==> src/rtl/scroll_sched_pkg.sv <==
// Shared types and parameter derivations for the scroll scheduler.
// Optional feature macro used by the design: SCROLL_SCHED_PREEMPT_EN.
package scroll_sched_pkg;

    typedef enum logic [1:0] {
        ST_IDLE  = 2'd0,
        ST_LOAD  = 2'd1,
        ST_SHIFT = 2'd2,
        ST_HOLD  = 2'd3
    } state_t;

    function automatic int calc_data_w(input int digits);
        return 7 * digits;
    endfunction

    // The display hold time never collapses to zero cycles.
    function automatic int calc_hold_cycles(input int freq, input int hold_ms);
        int c;
        c = freq / 1000 * hold_ms;
        return (c < 1) ? 1 : c;
    endfunction

    function automatic int calc_owner_w(input int n);
        return (n <= 1) ? 1 : $clog2(n);
    endfunction

endpackage

==> src/rtl/scroll_scheduler_if.sv <==
// Source-side request bundle and scroll-datapath outputs of the scroll scheduler.
// Handshake: i_req[k] is a level held with i_data/i_mode/i_scroll slice k stable until o_ack[k] pulses.
interface scroll_scheduler_if #(
    parameter int REQUESTERS = 3,
    parameter int DATA_W     = 28,
    parameter int OWNER_W    = 2
);
    logic [REQUESTERS-1:0]        i_req;
    logic [REQUESTERS*DATA_W-1:0] i_data;
    logic [REQUESTERS-1:0]        i_mode;
    logic [REQUESTERS-1:0]        i_scroll;
    logic [REQUESTERS-1:0]        o_ack;
    logic [DATA_W-1:0]            o_full;
    logic                         o_shift;
    logic                         o_enable;
    logic                         o_mode;
    logic [OWNER_W-1:0]           o_owner;
    logic                         o_busy;
    scroll_sched_pkg::state_t     o_dbg_state;

    modport master (
        output i_req, i_data, i_mode, i_scroll,
        input  o_ack, o_full, o_shift, o_enable, o_mode, o_owner, o_busy, o_dbg_state
    );

    modport slave (
        input  i_req, i_data, i_mode, i_scroll,
        output o_ack, o_full, o_shift, o_enable, o_mode, o_owner, o_busy, o_dbg_state
    );
endinterface

==> src/rtl/scroll_scheduler_rr_arbiter.sv <==
// Combinational round-robin pick: first requesting source after i_last, wrapping.
module rr_arbiter #(
    parameter int N     = 3,
    parameter int IDX_W = 2
) (
    input  logic [N-1:0]     i_req,
    input  logic [IDX_W-1:0] i_last,
    output logic             o_valid,
    output logic [IDX_W-1:0] o_idx
);
    always_comb begin
        int k;
        k       = 0;
        o_valid = 1'b0;
        o_idx   = '0;
        // Scan farthest-first so the nearest requester after i_last overwrites the rest.
        for (int i = N; i >= 1; i--) begin
            k = int'(i_last) + i;
            if (k >= N) k = k - N;
            if (i_req[IDX_W'(k)]) begin
                o_valid = 1'b1;
                o_idx   = IDX_W'(k);
            end
        end
    end
endmodule

==> src/rtl/scroll_scheduler.sv <==
// Shares one scroll display between several sources: arbitrate, load, shift once, hold.
// Define SCROLL_SCHED_PREEMPT_EN to let source 0 cut another source's hold short.
module scroll_scheduler
    import scroll_sched_pkg::*;
#(
    parameter int REQUESTERS = 3,
    parameter int DIGITS     = 4,
    parameter int FREQ       = 27_000_000,
    parameter int HOLD_MS    = 2000
) (
    input  logic              i_clk,
    input  logic              i_rst_n,
    scroll_scheduler_if.slave bus
);
    localparam int DATA_W      = calc_data_w(DIGITS);
    localparam int HOLD_CYCLES = calc_hold_cycles(FREQ, HOLD_MS);
    localparam int OWNER_W     = calc_owner_w(REQUESTERS);
    localparam int CNT_W       = $clog2(HOLD_CYCLES + 1);
    localparam logic [CNT_W-1:0]   HOLD_LAST = CNT_W'(HOLD_CYCLES - 1);
    localparam logic [OWNER_W-1:0] OWNER_RST = OWNER_W'(REQUESTERS - 1);

    state_t                r_state;
    logic [OWNER_W-1:0]    r_winner;
    logic [OWNER_W-1:0]    r_owner;
    logic [CNT_W-1:0]      r_cnt;
    logic [DATA_W-1:0]     r_full;
    logic                  r_mode;
    logic                  r_enable;
    logic                  r_shift;
    logic                  r_busy;
    logic [REQUESTERS-1:0] r_ack;

    logic               w_grant_valid;
    logic [OWNER_W-1:0] w_grant_idx;
    logic               w_sel_valid;
    logic [OWNER_W-1:0] w_sel_idx;

    rr_arbiter #(.N(REQUESTERS), .IDX_W(OWNER_W)) u_arb (
        .i_req   (bus.i_req),
        .i_last  (r_owner),
        .o_valid (w_grant_valid),
        .o_idx   (w_grant_idx)
    );

`ifdef SCROLL_SCHED_PREEMPT_EN
    logic r_preempt;

    // After a preemption source 0 wins regardless of the round-robin pointer.
    always_comb begin
        w_sel_valid = w_grant_valid;
        w_sel_idx   = w_grant_idx;
        if (r_preempt && bus.i_req[0]) begin
            w_sel_valid = 1'b1;
            w_sel_idx   = '0;
        end
    end
`else
    assign w_sel_valid = w_grant_valid;
    assign w_sel_idx   = w_grant_idx;
`endif

    always_ff @(posedge i_clk or negedge i_rst_n) begin
        if (!i_rst_n) begin
            r_state   <= ST_IDLE;
            r_winner  <= OWNER_RST;
            r_owner   <= OWNER_RST;
            r_cnt     <= '0;
            r_full    <= '0;
            r_mode    <= 1'b0;
            r_enable  <= 1'b0;
            r_shift   <= 1'b0;
            r_busy    <= 1'b0;
            r_ack     <= '0;
`ifdef SCROLL_SCHED_PREEMPT_EN
            r_preempt <= 1'b0;
`endif
        end else begin
            r_ack   <= '0;
            r_shift <= 1'b0;
            r_busy  <= (r_state != ST_IDLE);
            case (r_state)
                ST_IDLE: begin
`ifdef SCROLL_SCHED_PREEMPT_EN
                    r_preempt <= 1'b0;
`endif
                    if (w_sel_valid) begin
                        r_winner <= w_sel_idx;
                        r_state  <= ST_LOAD;
                    end
                end
                ST_LOAD: begin
                    // A request withdrawn before its ack is dropped without touching the display.
                    if (bus.i_req[r_winner]) begin
                        r_full   <= bus.i_data[r_winner*DATA_W +: DATA_W];
                        r_mode   <= bus.i_mode[r_winner];
                        r_enable <= bus.i_scroll[r_winner];
                        r_owner  <= r_winner;
                        r_ack    <= REQUESTERS'(1) << r_winner;
                        r_state  <= ST_SHIFT;
                    end else begin
                        r_state  <= ST_IDLE;
                    end
                end
                ST_SHIFT: begin
                    r_shift <= 1'b1;
                    r_cnt   <= '0;
                    r_state <= ST_HOLD;
                end
                ST_HOLD: begin
`ifdef SCROLL_SCHED_PREEMPT_EN
                    if (bus.i_req[0] && (r_owner != '0)) begin
                        r_preempt <= 1'b1;
                        r_state   <= ST_IDLE;
                    end else
`endif
                    if (r_cnt == HOLD_LAST) begin
                        r_state <= ST_IDLE;
                    end else begin
                        r_cnt <= r_cnt + CNT_W'(1);
                    end
                end
                default: r_state <= ST_IDLE;
            endcase
        end
    end

    assign bus.o_ack       = r_ack;
    assign bus.o_full      = r_full;
    assign bus.o_shift     = r_shift;
    assign bus.o_enable    = r_enable;
    assign bus.o_mode      = r_mode;
    assign bus.o_owner     = r_owner;
    assign bus.o_busy      = r_busy;
    assign bus.o_dbg_state = r_state;
endmodule

==> src/flat_wrapper.sv <==
// flat-port wrapper written by rule: the top's interface ports become plain ports
module scroll_scheduler_flat import scroll_sched_pkg::*;
#(
    parameter int REQUESTERS = 3,
    parameter int DIGITS     = 4,
    parameter int FREQ       = 27_000_000,
    parameter int HOLD_MS    = 2000
)
  (i_clk, i_rst_n, bus_i_req, bus_i_data, bus_i_mode, bus_i_scroll, bus_o_ack, bus_o_full, bus_o_shift, bus_o_enable, bus_o_mode, bus_o_owner, bus_o_busy, bus_o_dbg_state);
  scroll_scheduler_if #(.REQUESTERS(REQUESTERS), .DATA_W((calc_data_w(DIGITS))), .OWNER_W((calc_owner_w((3))))) bus_i ();
  input  logic i_clk;
  input  logic i_rst_n;
  input wire logic [$bits(bus_i.i_req)-1:0] bus_i_req;
  input wire logic [$bits(bus_i.i_data)-1:0] bus_i_data;
  input wire logic [$bits(bus_i.i_mode)-1:0] bus_i_mode;
  input wire logic [$bits(bus_i.i_scroll)-1:0] bus_i_scroll;
  output wire logic [$bits(bus_i.o_ack)-1:0] bus_o_ack;
  output wire logic [$bits(bus_i.o_full)-1:0] bus_o_full;
  output wire logic [$bits(bus_i.o_shift)-1:0] bus_o_shift;
  output wire logic [$bits(bus_i.o_enable)-1:0] bus_o_enable;
  output wire logic [$bits(bus_i.o_mode)-1:0] bus_o_mode;
  output wire logic [$bits(bus_i.o_owner)-1:0] bus_o_owner;
  output wire logic [$bits(bus_i.o_busy)-1:0] bus_o_busy;
  output wire logic [$bits(bus_i.o_dbg_state)-1:0] bus_o_dbg_state;
  assign bus_i.i_req = bus_i_req;
  assign bus_i.i_data = bus_i_data;
  assign bus_i.i_mode = bus_i_mode;
  assign bus_i.i_scroll = bus_i_scroll;
  assign bus_o_ack = bus_i.o_ack;
  assign bus_o_full = bus_i.o_full;
  assign bus_o_shift = bus_i.o_shift;
  assign bus_o_enable = bus_i.o_enable;
  assign bus_o_mode = bus_i.o_mode;
  assign bus_o_owner = bus_i.o_owner;
  assign bus_o_busy = bus_i.o_busy;
  assign bus_o_dbg_state = bus_i.o_dbg_state;
  scroll_scheduler #(.REQUESTERS(REQUESTERS), .DIGITS(DIGITS), .FREQ(FREQ), .HOLD_MS(HOLD_MS)) u_core (.i_clk(i_clk), .i_rst_n(i_rst_n), .bus(bus_i));
endmodule
==> config.mk <==
export PLATFORM = sky130hd
export DESIGN_NAME = scroll_scheduler_flat
export DESIGN_NICKNAME = d
export VERILOG_FILES = /design/src/rtl/scroll_sched_pkg.sv /design/src/rtl/scroll_scheduler_if.sv /design/src/rtl/scroll_scheduler_rr_arbiter.sv /design/src/rtl/scroll_scheduler.sv /design/src/flat_wrapper.sv
export SDC_FILE = /design/constraint.sdc
export NUM_CORES = 1
export LEC_CHECK = 0
export ABC_AREA = 0
export CAP_MARGIN = 20
export CELL_PAD_IN_SITES_DETAIL_PLACEMENT = 1
export CELL_PAD_IN_SITES_GLOBAL_PLACEMENT = 1
export CORE_ASPECT_RATIO = 1.2
export CORE_MARGIN = 1
export CORE_UTILIZATION = 37
export CTS_CLUSTER_DIAMETER = 100
export DETAILED_ROUTE_END_ITERATION = 10
export GPL_ROUTABILITY_DRIVEN = 0
export PLACE_DENSITY_LB_ADDON = 0.1
export REMOVE_ABC_BUFFERS = 1
export SYNTH_ARGS = -nofsm -noshare
export SYNTH_HDL_FRONTEND = slang
export SYNTH_HIERARCHICAL = 1
export SYNTH_SLANG_ARGS = --single-unit
==> constraint.sdc <==
create_clock -name i_clk -period 3.55 [get_ports i_clk]
set_clock_uncertainty 0.15 [all_clocks]
set_input_delay 0.355 -clock i_clk [delete_from_list [all_inputs] [get_ports i_clk]]
set_output_delay 0.355 -clock i_clk [all_outputs]
set_load 0.005 [all_outputs]
==> results_dict.tcl <==
set metrics [dict create \
    outcome "complete, but fails checks" \
    violations "design-rule violations" \
    fillers 1216 \
    drc 42 \
    yosysMostFrequentCell "dfrtp_1" \
    rsz0062_at_grt "no" \
    nNetsFinal 661 \
    drt-wirelength-per-cell_um 19.9 \
    endpoint_kind "flop" \
    core_um2 10600 \
    post_cts_resized 0 \
    io_pins 134 \
    cts_hold_buffers 1 \
    wl_um 13800 \
    ys_async_sr_fraction 1.00 \
    fin_area_um2 5900 \
    drive_gt1_frac 0.134 \
    synthCells 432 \
    worst_pin_slew_ns 0.908 \
    drtIter0Drc 213 \
    fp-row-count 41 \
    fin_crit_sh 0.706 \
    path_class "flop to flop" \
    cap_violations 0 \
    grt_pass1_vias 4157 \
    grt_usage 0.253 \
    vias_per_cell 5.65 \
    max_stage_delay_ns 0.57 \
    startpoint "u_core/r_cnt[12]" \
    startpoint_type "flop" \
    ys.flop_type "dfrtp_1" \
    path_cells "nand4_1 -> or2_2 -> or3_1 -> o311ai_0" \
    cts_root_buffer "clkbuf_16" \
    ys_seq_area_frac 0.412 \
    synth_cell_type_count 51 \
    powerDensity_nw_per_um2 339 \
    worst_ep_required_time_ns 3.60 \
    numCtsBuffers 9 \
    drv_slew 0 \
    clock_path_buffers 2 \
    grt_remaining_overflow 0 \
    dieArea_um2 11400 \
    die_x_um 97.8 \
    synth_edf_count 0 \
    crit_slowest_cell "nand4_1" \
    cts_setup_buffers 0 \
    grt_pass1_wl_um 22300 \
    yosys_register_bits 67 \
    antenna_cells_inserted 0 \
    cp_max_fo 13 \
    min_period_ns 2.51 \
    setup_tns_ns 0 \
    synth_warnings 6 \
    area_delta_synth_final_pct 44.8 \
    reg2reg_from "u_core/r_cnt[12]" \
    synth_top_area_share 0.399 \
    synth_top_cell_by_area "dfrtp_1" \
    grt_start_max_net_pins 37 \
    setup_viol 0 \
    cp.arrival_ns 2.56 \
    placed_area_um2 5550 \
    cp_top_family "simple AND/OR/NAND/NOR gates" \
    initial_utilization 0.384 \
    netlist_area_um2 4070 \
    first_pass_iters 7 \
    ir_drop_mv 0.256 \
    antenna_found_initial 0 \
    cts_tree "built" \
    yosys-top-cells-count "dfrtp_1 (65), nand2_1 (54), mux2_2 (32), mux2i_1 (32), o21ai_0 (32)" \
    antenna_left 0 \
    via_count 3934 \
    relSlewSlack 0.389 \
    timing.critical_path.buf_inv 0 \
    ys_top_cells_by_area "dfrtp_1 (40%), mux2_2 (8.8%), mux2i_1 (7.9%), nand2_1 (5.0%), o21ai_0 (3.9%)" \
    hold_start "u_core/bus.o_full[8]" \
    hold_viol_final 0 \
    max_freq_mhz 399 \
    cts_max_level 3 \
    portBuffers 133 \
    cts_sinks 67 \
    syn_area_per_cell_um2 9.43 \
    p_leak_nw 2.47 \
    clkTransAtPathRegs_ns 0.06 \
    clk_latency_ns 0.34 \
    die_y_um 117 \
    dp_hpwl_um 10300 \
    hold_class "flop to flop" \
]
[kinds of logic after synthesis]
family,count (synthesis),synth area share
AO/OA/AOI/OAI,98,0.167
adder cells (fa/ha/maj),4,0.0123
buffers and inverters,42,0.0399
flip-flops,67,0.412
multiplexers,64,0.167
AND/OR/NAND/NOR,157,0.202
[registers in the layout (all words and copies together) (netlist names), named ones only]
name                    count
u_core/bus.o_ack            3
u_core/bus.o_busy           1
u_core/bus.o_dbg_state      1
u_core/bus.o_enable         1
u_core/bus.o_full          28
u_core/bus.o_mode           1
u_core/bus.o_owner          2
u_core/bus.o_shift          1
u_core/r_cnt               26
u_core/r_winner             2
[cells in the final DEF, fill, tap and decap left out, types with 5 or more instances in the layout]
cell type and instances:
nor4_1 5, nand2_1 54, a311o_1 5, o211ai_1 7
clkdlybuf4s50_1 132, nand2b_1 13, inv_1 14, nor2b_1 8
clkbuf_16 9, nor2_1 13, a31oi_1 9, nand4_1 6
buf_4 12, o22ai_1 5, mux2_2 32, and3_1 10
o311ai_1 6, mux2i_1 32, nand3_1 17, o21ai_0 32
dfrtp_1 65
[layout make-up]
cell class / instances / area [um^2] / share of cell area
Multi-Input combinational cell: 323 / 2230 / 0.379
Sequential cell: 67 / 1680 / 0.285
Timing Repair Buffer: 146 / 1430 / 0.242
Clock buffer: 9 / 225 / 0.0382
Tap cell: 129 / 161 / 0.0274
Clock inverter: 7 / 116 / 0.0197
Inverter: 15 / 56.3 / 0.00955
[final timing paths]
check	endpoint	slack, ns	cells after the start
setup / recovery	u_core/r_cnt[20]	1.05	4
hold reg to reg	u_core/bus.o_full[8]	0.35	1
max in group asynchronous	u_core/bus.o_owner[1]	1.92	3
setup reg to reg	u_core/r_cnt[20]	1.05	4
hold / removal	u_core/bus.o_full[8]	0.35	1
min in group asynchronous	u_core/bus.o_full[26]	0.51	2
[metrics by stage]
stage,power [mW],utilization,instances,hold slack [ns],worst slack [ns]
after floorplan,0.840,-,405,-0.0906,-0.108
after global placement,0.983,0.522,679,0.336,1.14
after detailed placement,0.986,0.522,679,0.344,1.07
after CTS,2.02,0.555,696,0.356,1.06
after global routing,2.07,0.555,696,0.368,0.946
final,2.00,0.555,696,0.353,1.05
[power by group]
part | internal, mW | total, mW | leakage [nW] | switching [mW]
logic | 0.124 | 0.202 | 1.41 | 0.0780
registers | 0.766 | 0.770 | 0.896 | 0.00436
clock network | 0.684 | 1.03 | 0.165 | 0.342
total | 1.57 | 2.00 | 2.47 | 0.425
[metal layers]
| layer | track usage | vias up | share of wire |
|---|---|---|---|
| met5 | 0 | - | 0 |
| met4 | 0.0838 | 0 | 0.018 |
| met3 | 0.0534 | 19 | 0.062 |
| met2 | 0.450 | 131 | 0.50 |
| met1 | 0.307 | 1923 | 0.42 |
| li1 | - | 1861 | - |
No activity file was read; power rests on OpenSTA's default activity.
